`src/rtl/pipe_stage_elastic_pkg.sv`:
```
// Shared definitions for elastic pipeline stages: state encoding, default
// widths and the state-to-occupancy decode.
package pipe_stage_elastic_pkg;

  localparam int DEF_DATA_W = 96;
  localparam int DEF_CTRL_W = 14;

  typedef enum logic [1:0] {
    ST_EMPTY = 2'd0,
    ST_ONE   = 2'd1,
    ST_FULL  = 2'd2
  } elastic_state_e;

  function automatic logic [1:0] state_occupancy(input elastic_state_e st);
    logic [1:0] occ;
    case (st)
      ST_EMPTY: occ = 2'd0;
      ST_ONE:   occ = 2'd1;
      ST_FULL:  occ = 2'd2;
      default:  occ = 2'd0;
    endcase
    return occ;
  endfunction

endpackage

```
`src/rtl/pipe_stage_elastic_slot.sv`:
```
// One payload+control holding register with load enable and synchronous clear.
// It carries no valid bit; validity is tracked by the owning stage's state.
module pipe_slot_reg
  import pipe_stage_elastic_pkg::*;
#(
  parameter int DATA_W = DEF_DATA_W,
  parameter int CTRL_W = DEF_CTRL_W
) (
  input  logic              clk,
  input  logic              reset,
  input  logic              clear,
  input  logic              load,
  input  logic [DATA_W-1:0] load_data,
  input  logic [CTRL_W-1:0] load_ctrl,
  output logic [DATA_W-1:0] data,
  output logic [CTRL_W-1:0] ctrl
);

  // Slot contents: reset/clear dominate, then load, otherwise hold.
  always_ff @(posedge clk) begin
    if (reset || clear) begin
      data <= {DATA_W{1'b0}};
      ctrl <= {CTRL_W{1'b0}};
    end else if (load) begin
      data <= load_data;
      ctrl <= load_ctrl;
    end else begin
      data <= data;
      ctrl <= ctrl;
    end
  end

endmodule

```
`src/rtl/pipe_stage_elastic.sv`:
```
// Two-entry elastic pipeline stage (main + skid slot) with valid/ready
// handshake, flush and control masking on bubbles.
module pipe_stage_elastic
  import pipe_stage_elastic_pkg::*;
#(
  parameter int DATA_W         = DEF_DATA_W,
  parameter int CTRL_W         = DEF_CTRL_W,
  parameter bit CLEAR_ON_FLUSH = 1'b1
) (
  input  logic              clk,
  input  logic              reset,
  input  logic              flush,
  input  logic              in_valid,
  output logic              in_ready,
  input  logic [DATA_W-1:0] in_data,
  input  logic [CTRL_W-1:0] in_ctrl,
  output logic              out_valid,
  input  logic              out_ready,
  output logic [DATA_W-1:0] out_data,
  output logic [CTRL_W-1:0] out_ctrl,
  output logic [1:0]        occupancy
);

  elastic_state_e    state_r;
  elastic_state_e    state_s;
  logic              in_fire_s;
  logic              out_fire_s;
  logic              main_load_s;
  logic              main_from_skid_s;
  logic              skid_load_s;
  logic              clear_s;
  logic [DATA_W-1:0] main_data_s;
  logic [CTRL_W-1:0] main_ctrl_s;
  logic [DATA_W-1:0] skid_data_s;
  logic [CTRL_W-1:0] skid_ctrl_s;
  logic [DATA_W-1:0] main_next_data_s;
  logic [CTRL_W-1:0] main_next_ctrl_s;

  // Handshake outputs depend only on the state register, so out_ready never
  // reaches in_ready combinationally.
  assign in_ready   = (state_r != ST_FULL);
  assign out_valid  = (state_r != ST_EMPTY);
  assign occupancy  = state_occupancy(state_r);
  assign in_fire_s  = in_valid & in_ready;
  assign out_fire_s = out_valid & out_ready;
  assign clear_s    = flush & CLEAR_ON_FLUSH;

  // State register.
  always_ff @(posedge clk) begin
    if (reset) begin
      state_r <= ST_EMPTY;
    end else begin
      state_r <= state_s;
    end
  end

  // Next-state and slot load decisions; flush overrides every handshake.
  always_comb begin
    state_s          = state_r;
    main_load_s      = 1'b0;
    main_from_skid_s = 1'b0;
    skid_load_s      = 1'b0;
    if (flush) begin
      state_s = ST_EMPTY;
    end else begin
      case (state_r)
        ST_EMPTY: begin
          if (in_fire_s) begin
            state_s     = ST_ONE;
            main_load_s = 1'b1;
          end else begin
            state_s = ST_EMPTY;
          end
        end
        ST_ONE: begin
          if (in_fire_s && out_fire_s) begin
            state_s     = ST_ONE;
            main_load_s = 1'b1;
          end else if (in_fire_s) begin
            state_s     = ST_FULL;
            skid_load_s = 1'b1;
          end else if (out_fire_s) begin
            state_s = ST_EMPTY;
          end else begin
            state_s = ST_ONE;
          end
        end
        ST_FULL: begin
          if (out_fire_s) begin
            state_s          = ST_ONE;
            main_load_s      = 1'b1;
            main_from_skid_s = 1'b1;
          end else begin
            state_s = ST_FULL;
          end
        end
        default: begin
          state_s = ST_EMPTY;
        end
      endcase
    end
  end

  // Main slot refills from skid when draining FULL, else from upstream.
  always_comb begin
    main_next_data_s = in_data;
    main_next_ctrl_s = in_ctrl;
    if (main_from_skid_s) begin
      main_next_data_s = skid_data_s;
      main_next_ctrl_s = skid_ctrl_s;
    end else begin
      main_next_data_s = in_data;
      main_next_ctrl_s = in_ctrl;
    end
  end

  pipe_slot_reg #(
    .DATA_W (DATA_W),
    .CTRL_W (CTRL_W)
  ) u_main (
    .clk       (clk),
    .reset     (reset),
    .clear     (clear_s),
    .load      (main_load_s),
    .load_data (main_next_data_s),
    .load_ctrl (main_next_ctrl_s),
    .data      (main_data_s),
    .ctrl      (main_ctrl_s)
  );

  pipe_slot_reg #(
    .DATA_W (DATA_W),
    .CTRL_W (CTRL_W)
  ) u_skid (
    .clk       (clk),
    .reset     (reset),
    .clear     (clear_s),
    .load      (skid_load_s),
    .load_data (in_data),
    .load_ctrl (in_ctrl),
    .data      (skid_data_s),
    .ctrl      (skid_ctrl_s)
  );

  // Bubbles must never assert regwrite or any other control bit.
  assign out_data = main_data_s;
  assign out_ctrl = main_ctrl_s & {CTRL_W{out_valid}};

endmodule

```
`config.mk`:
```
export PLATFORM = sky130hd
export DESIGN_NAME = pipe_stage_elastic
export DESIGN_NICKNAME = d
export VERILOG_FILES = /design/src/rtl/pipe_stage_elastic_pkg.sv /design/src/rtl/pipe_stage_elastic_slot.sv /design/src/rtl/pipe_stage_elastic.sv
export SDC_FILE = /design/constraint.sdc
export NUM_CORES = 1
export LEC_CHECK = 0
export CAP_MARGIN = 0
export CORE_ASPECT_RATIO = 0.9
export CORE_UTILIZATION = 40
export CTS_CLUSTER_SIZE = 20
export DETAILED_ROUTE_END_ITERATION = 6
export GPL_ROUTABILITY_DRIVEN = 0
export GPL_TIMING_DRIVEN = 0
export PLACE_DENSITY = 0.78
export SYNTH_ARGS = -nofsm -noshare
export SYNTH_HDL_FRONTEND = slang
export SYNTH_SLANG_ARGS = --single-unit
```
`constraint.sdc`:
```
create_clock -name clk -period 2.04 [get_ports clk]
set_input_delay 0.408 -clock clk [delete_from_list [all_inputs] [get_ports clk]]
set_output_delay 0.408 -clock clk [all_outputs]
set_load 0.1 [all_outputs]
```
# Yosys cells after proc, flatten, opt, wreduce, memory -nomap -nowiden
# Index checks and enable logic that the tools add are counted.
# totals
register_bits	222
latchBits	0
ramBits	0
romBits	0
input_bits	115
word_cells	35
mem_count	0
# classes
add_sub_neg	0
multipliers	0
div	0
order_cmp	0
eq_ne	3
n_shift	0
mux	19
bitwise	3
reduce_logical	5
# ops
op	n
$mux W96	1
$and A14 B14 Y14	1
$mux W14	1
$mux W1	11
$mux W2	3
$pmux W2 S3	1
$pmux W2 S2	1
$pmux W1 S3	1
$and A1 B1 Y1	2
$eq A2 B1 Y1 const B	1
$eq A2 B2 Y1 const B	1
$logic_not A2 Y1	1
$ne A2 B2 Y1 const B	1
$reduce_bool A2 Y1	1
$reduce_or A2 Y1	1
$logic_and A1 B1 Y1	1
$logic_or A1 B1 Y1	1

# Longest topological paths before layout
# depth
word_depth	6
ltp_mapped	9
ltp_nobuf	7

# Hierarchy
# From an unflattened synthesis, not the netlist that was laid out.
# hier_totals
hier_cells	872
hier_area_um2	9957.0
# by_module_without_submodules
mod	n_inst	cells_per_inst	area_each_um2
pipe_slot_reg	2	355	3908.7
pipe_stage_elastic	1	162	2139.6

# Worst setup path before layout
# No wires, ideal clock.
# synth_path
path_kind	flip-flop to flip-flop
start	reg state_r[1]
end	reg u_main.data[40]
setup_time_ns	0.146
arrival_time_ns	3.169
required_ns	1.894
path_slack_ns	-1.275
path_stages_with_launch	9
path_cell_list	dfxtp_1 > nor2b_1 > nor2b_1 > ha_1 > and3b_1 > buf_4 > clkbuf_1 > a211oi_1 > a211oi_2
# synth_between
elab_chain_len	6
elab_cells_between_ends	16
cone_classes	eq/ne (3); mux (8); bitwise (2); reduce/logical (3)
# synth_rtl
element	line	source
from (decl)	pipe_stage_elastic.sv:24	elastic_state_e state_r;
from (signal assigned)	pipe_stage_elastic.sv:53	state_r <= state_s;
$ne A2 B2 Y1 / $reduce_bool A2 Y1 (equally long branches)	pipe_stage_elastic.sv:41, pipe_stage_elastic.sv:42	
$and A1 B1 Y1 (on tied branches)	pipe_stage_elastic.sv:44, pipe_stage_elastic.sv:45	
$logic_and A1 B1 Y1 / $mux W1 (equally long branches)	pipe_stage_elastic.sv:76, pipe_stage_elastic.sv:89	
$mux W1 (on tied branches)	pipe_stage_elastic.sv:76, pipe_stage_elastic.sv:66	
$pmux W1 S3 / $mux W1 (equally long branches)	pipe_stage_elastic.sv:66, pipe_stage_elastic.sv:63	
$mux W1 / $mux W96 (equally long branches)	pipe_stage_elastic.sv:63, pipe_stage_elastic.sv:108	
to (signal assigned)	pipe_stage_elastic_slot.sv:22	data <= {DATA_W{1'b0}};
to (signal assigned)	pipe_stage_elastic_slot.sv:25	data <= load_data;
to (signal assigned)	pipe_stage_elastic_slot.sv:28	data <= data;
to (decl)	pipe_stage_elastic_slot.sv:15	output logic [DATA_W-1:0] data,
# Several ways; a longest one is shown, not always the timed one.
# A chain may end at the register's enable or synchronous reset.

# Worst setup path in the final report
# layout_path
start	reg state_r[0]
end	out out_ctrl[12]
# layout_between
elab_chain_len	2
# layout_rtl
element	line	source
$reduce_bool A2 Y1	pipe_stage_elastic.sv:42	assign out_valid = (state_r != ST_EMPTY);
$and A14 B14 Y14	pipe_stage_elastic.sv:147	assign out_ctrl = main_ctrl_s & {CTRL_W{out_valid}};
to (decl)	pipe_stage_elastic.sv:20	output logic [CTRL_W-1:0] out_ctrl,
# Every way passes these cells.

==> results.md <==
• result of the run: finished clean
• worst min-delay path category: reg -> reg
• insertion delay to the later sink of the worst-skew pair: 0.51 ns
• crit-path leading delay family: buffers and inverters
• number of max-slew violations in the final report: 0
• synthesized instance count: 1029
• Die Span X: 167.8 um
• post-detailed-route wirelength per cell: 18.14 um
• wire length of the first global-routing pass: 45550 um
• slew of the pin with the lowest slew margin: 0.7820 ns
• number of warning messages in the yosys log: 0
• most frequent cells in the layout: sky130_fd_sc_hd__nand2_1 (222), sky130_fd_sc_hd__dfxtp_1 (220), sky130_fd_sc_hd__a211oi_2 (199)
• stage delay of the slowest cell on the critical path: 0.38 ns
• switch share: 29.05%
• synthesized flop and latch total: 222
• hold bufs inserted after CTS: 0
• worst-case register-to-register setup slack: 0.08 ns
• detailed placement HPWL: 19850 um
• crit path launch type: flop
• count of cell types in the netlist: 21
• Mapped Nets: 1146
• xor-xnor portion of the synthesized cell area: 0%
• DRC marker count from the first detailed-route iteration: 507
• non-filler cells in the finished layout: 1610
• CTS buffer count: 24
• arithmetic-cell share of the synthesized area counting full adders, half adders and majority gates: 0.2527%
• proportion of synthesized chip area in sequential cells: 44.88%
• share of post-route cells with drive strength above 1: 34.36%
• number of antenna violations at the first check in global routing: 2
• kind of critical path: reg -> out
• Crit-path slowest cell: sky130_fd_sc_hd__dfxtp_4
• part of the power in the clock network: 40.1%
• die area: 25390 um2
• area fraction in compound gates after synthesis: 27.47%
• cell-by-cell listing of the critical path: nor2_4, clkbuf_8, nor2b_1, buf_4
• required arrival time at the worst endpoint: 1.63 ns
• Area growth, synth to finish: 44.67%
• H-tree depth: 1
• number of placed instances, taps included: 1565
• cell-internal power: 7.871 mW
• total gr overflow: 0
• vias after detailed routing: 8738
• number of I/O pins: 229
• setup violators final: 0
• number of design rule violations left after detail routing: 0
• overall track demand over capacity in global routing: 22.42%
• worst setup slack after layout: 0.0006478 ns
• register share of total power: 41.0%
• Worst Clk Skew: 0.006453 ns
• placeable core region: 24260 um2
• net switching power figure: 3.222 mW
• Worst Path Buf+Inv: 2
• Place WS: -0.8405 ns
• starting utilization of the core area: 40.82%
• TritonCTS sink count: 222
• highest fanout seen on the critical path: 8
• RSZ-0062 raised after global routing: true
• final total negative setup slack: 0 ns
• post-synthesis instance area: 9902 um2
• number of port buffers: 228
• most common cell after layout, fill and taps aside: sky130_fd_sc_hd__nand2_1
• standard-cell row count: 54
• arrival time of the worst setup path: 1.63 ns
• clock root buffer: sky130_fd_sc_hd__clkbuf_16
• clock-pin slew on the worst setup and hold paths: 0.06 ns
• mux cell area share after synthesis: 11.27%
• main combinational cell family by area after synthesis: compound AO/OA/AOI/OAI gates
• Synth Area in Simple Gates: 10.10%
• vias in the first global route: 8552
• Post-Syn Area per Cell: 9.623 um2
• count of filler cells inserted in the layout: 2068
• post-layout min period: 2.039 ns
• post-route ant nets: 0
• kind of end point of the critical path: primary output
• maximum frequency from static timing analysis: 0.4904 GHz
• total detailed-routing wirelength: 29210 um
• vertical extent of the die: 151.3 um
• leak pwr: 4.573 nW
• largest net degree at the start of global routing: 14
• ratio of final minimum period to clock period: 99.97%
• deepest clock path buffer count: 3
• clock tree from TritonCTS: built
• power per cell area: 774.4 nW/um2
• nets: 1404
• number of detailed-route iterations in the first pass: 5
• Max-slew headroom: 47.87%
• final hold violations: 0
• DR vias/cell: 5.427
• power consumption: 11.09 mW
• peak supply drop: 0.0005855 V
• number of maximum-capacitance constraint violations: 0
• Comb pwr share: 18.9%
## synth_stat cells (all sizes together)
cell type / number / area share, %
dfxtp: 222 / 45
nand2: 222 / 8.4
a211oi: 220 / 22
a21oi: 112 / 5.7
mux2i: 110 / 11
clkbuf: 56 / 2.1
buf: 54 / 3.8
nor2b: 18 / 1.1
inv: 4 / 0.15
and3b: 2 / 0.18
ha: 2 / 0.25
a21o: 1 / 0.076
and4bb: 1 / 0.13
mux2: 1 / 0.15
nand2b: 1 / 0.063
nand3b: 1 / 0.076
nor2: 1 / 0.038
or2: 1 / 0.063
## kinds of logic (layout without fill, tap and decap cells)
logic type | count (synthesis) | after routing
AOI/OAI and AO/OA | 333 | 333
adders and majority gates | 2 | 2
buffers and inverters | 114 | 386
DFF | 222 | 222
muxes | 111 | 111
other | 0 | 1
and+or+nand+nor | 247 | 247
## worst reg2reg max path: cells and delay by family (launching register included)
kind,cells,cell delay (ns)
AOI/OAI and AO/OA,2,0.38
buffers and inverters,2,0.37
DFF,1,0.38
adders and majority gates,1,0.19
and+or+nand+nor,3,0.57
## sequential cells by signal (all words and copies together), names as in the netlist
| name | flops |
|---|---|
| u_skid.ctrl | 14 |
| u_skid.data | 96 |
| u_main.data | 96 |
| u_main.ctrl | 14 |
| state_r | 2 |
## stage by stage
step | cell area, um2 | util (%) | hold WS, ns
3_5_place_dp | 13280 | 54.73 | 0.4461
3_3_place_gp | 13280 | 54.73 | 0.4410
6_report | 14330 | 59.06 | 0.4535
4_1_cts | 14220 | 58.63 | 0.4541
2_1_floorplan | 10610 | - | 0.4360
5_1_grt | 14320 | 59.05 | 0.4704
## worst paths after layout
check / from / end / depth (start not counted)
worst max-delay path: state_r[0] / out_ctrl[12] / 4
worst min-delay path: u_skid.data[46] / u_skid.data[46] / 2
worst max register to register: state_r[0] / u_main.data[50] / 8
worst min register to register: u_skid.data[46] / u_skid.data[46] / 2
## power groups by stage
stage	sequential [mW]	clock, mW	combinational, mW
after floorplan	5.27	0	0.819
after global placement	4.64	0	2.07
after detailed placement	4.64	0	2.09
after CTS	4.55	4.51	2.08
after global routing	4.56	4.68	2.19
final	4.55	4.45	2.09
## what timing repair did
item,in CTS,in global routing
cloned,1,0
pin swaps,1,1
resized for setup,406,62
setup buffers,3,0
endpoints found under the setup margin,335,187
## routing by layer
layer | track usage [%] | vias up | wire length, um
li1 | - | 4223 | -
met1 | 29.55 | 4186 | 13200
met2 | 37.15 | 276 | 13720
met3 | 4.181 | 51 | 1543
met4 | 7.064 | 2 | 725
met5 | 0 | - | 16
## area by class of cell
class / instances / area (um2) / share of cell area (%)
multi-input combinational: 693 / 5404 / 37.72
antenna: 1 / 2.502 / 0.01747
tap: 308 / 385.4 / 2.690
timing repair buffer: 232 / 2412 / 16.84
buffer: 110 / 848.3 / 5.922
clock buffer: 33 / 716.9 / 5.005
clock inverter: 7 / 88.84 / 0.6201
sequential: 222 / 4452 / 31.08
inverter: 4 / 15.01 / 0.1048
Power figures use the tool's default switching activity.
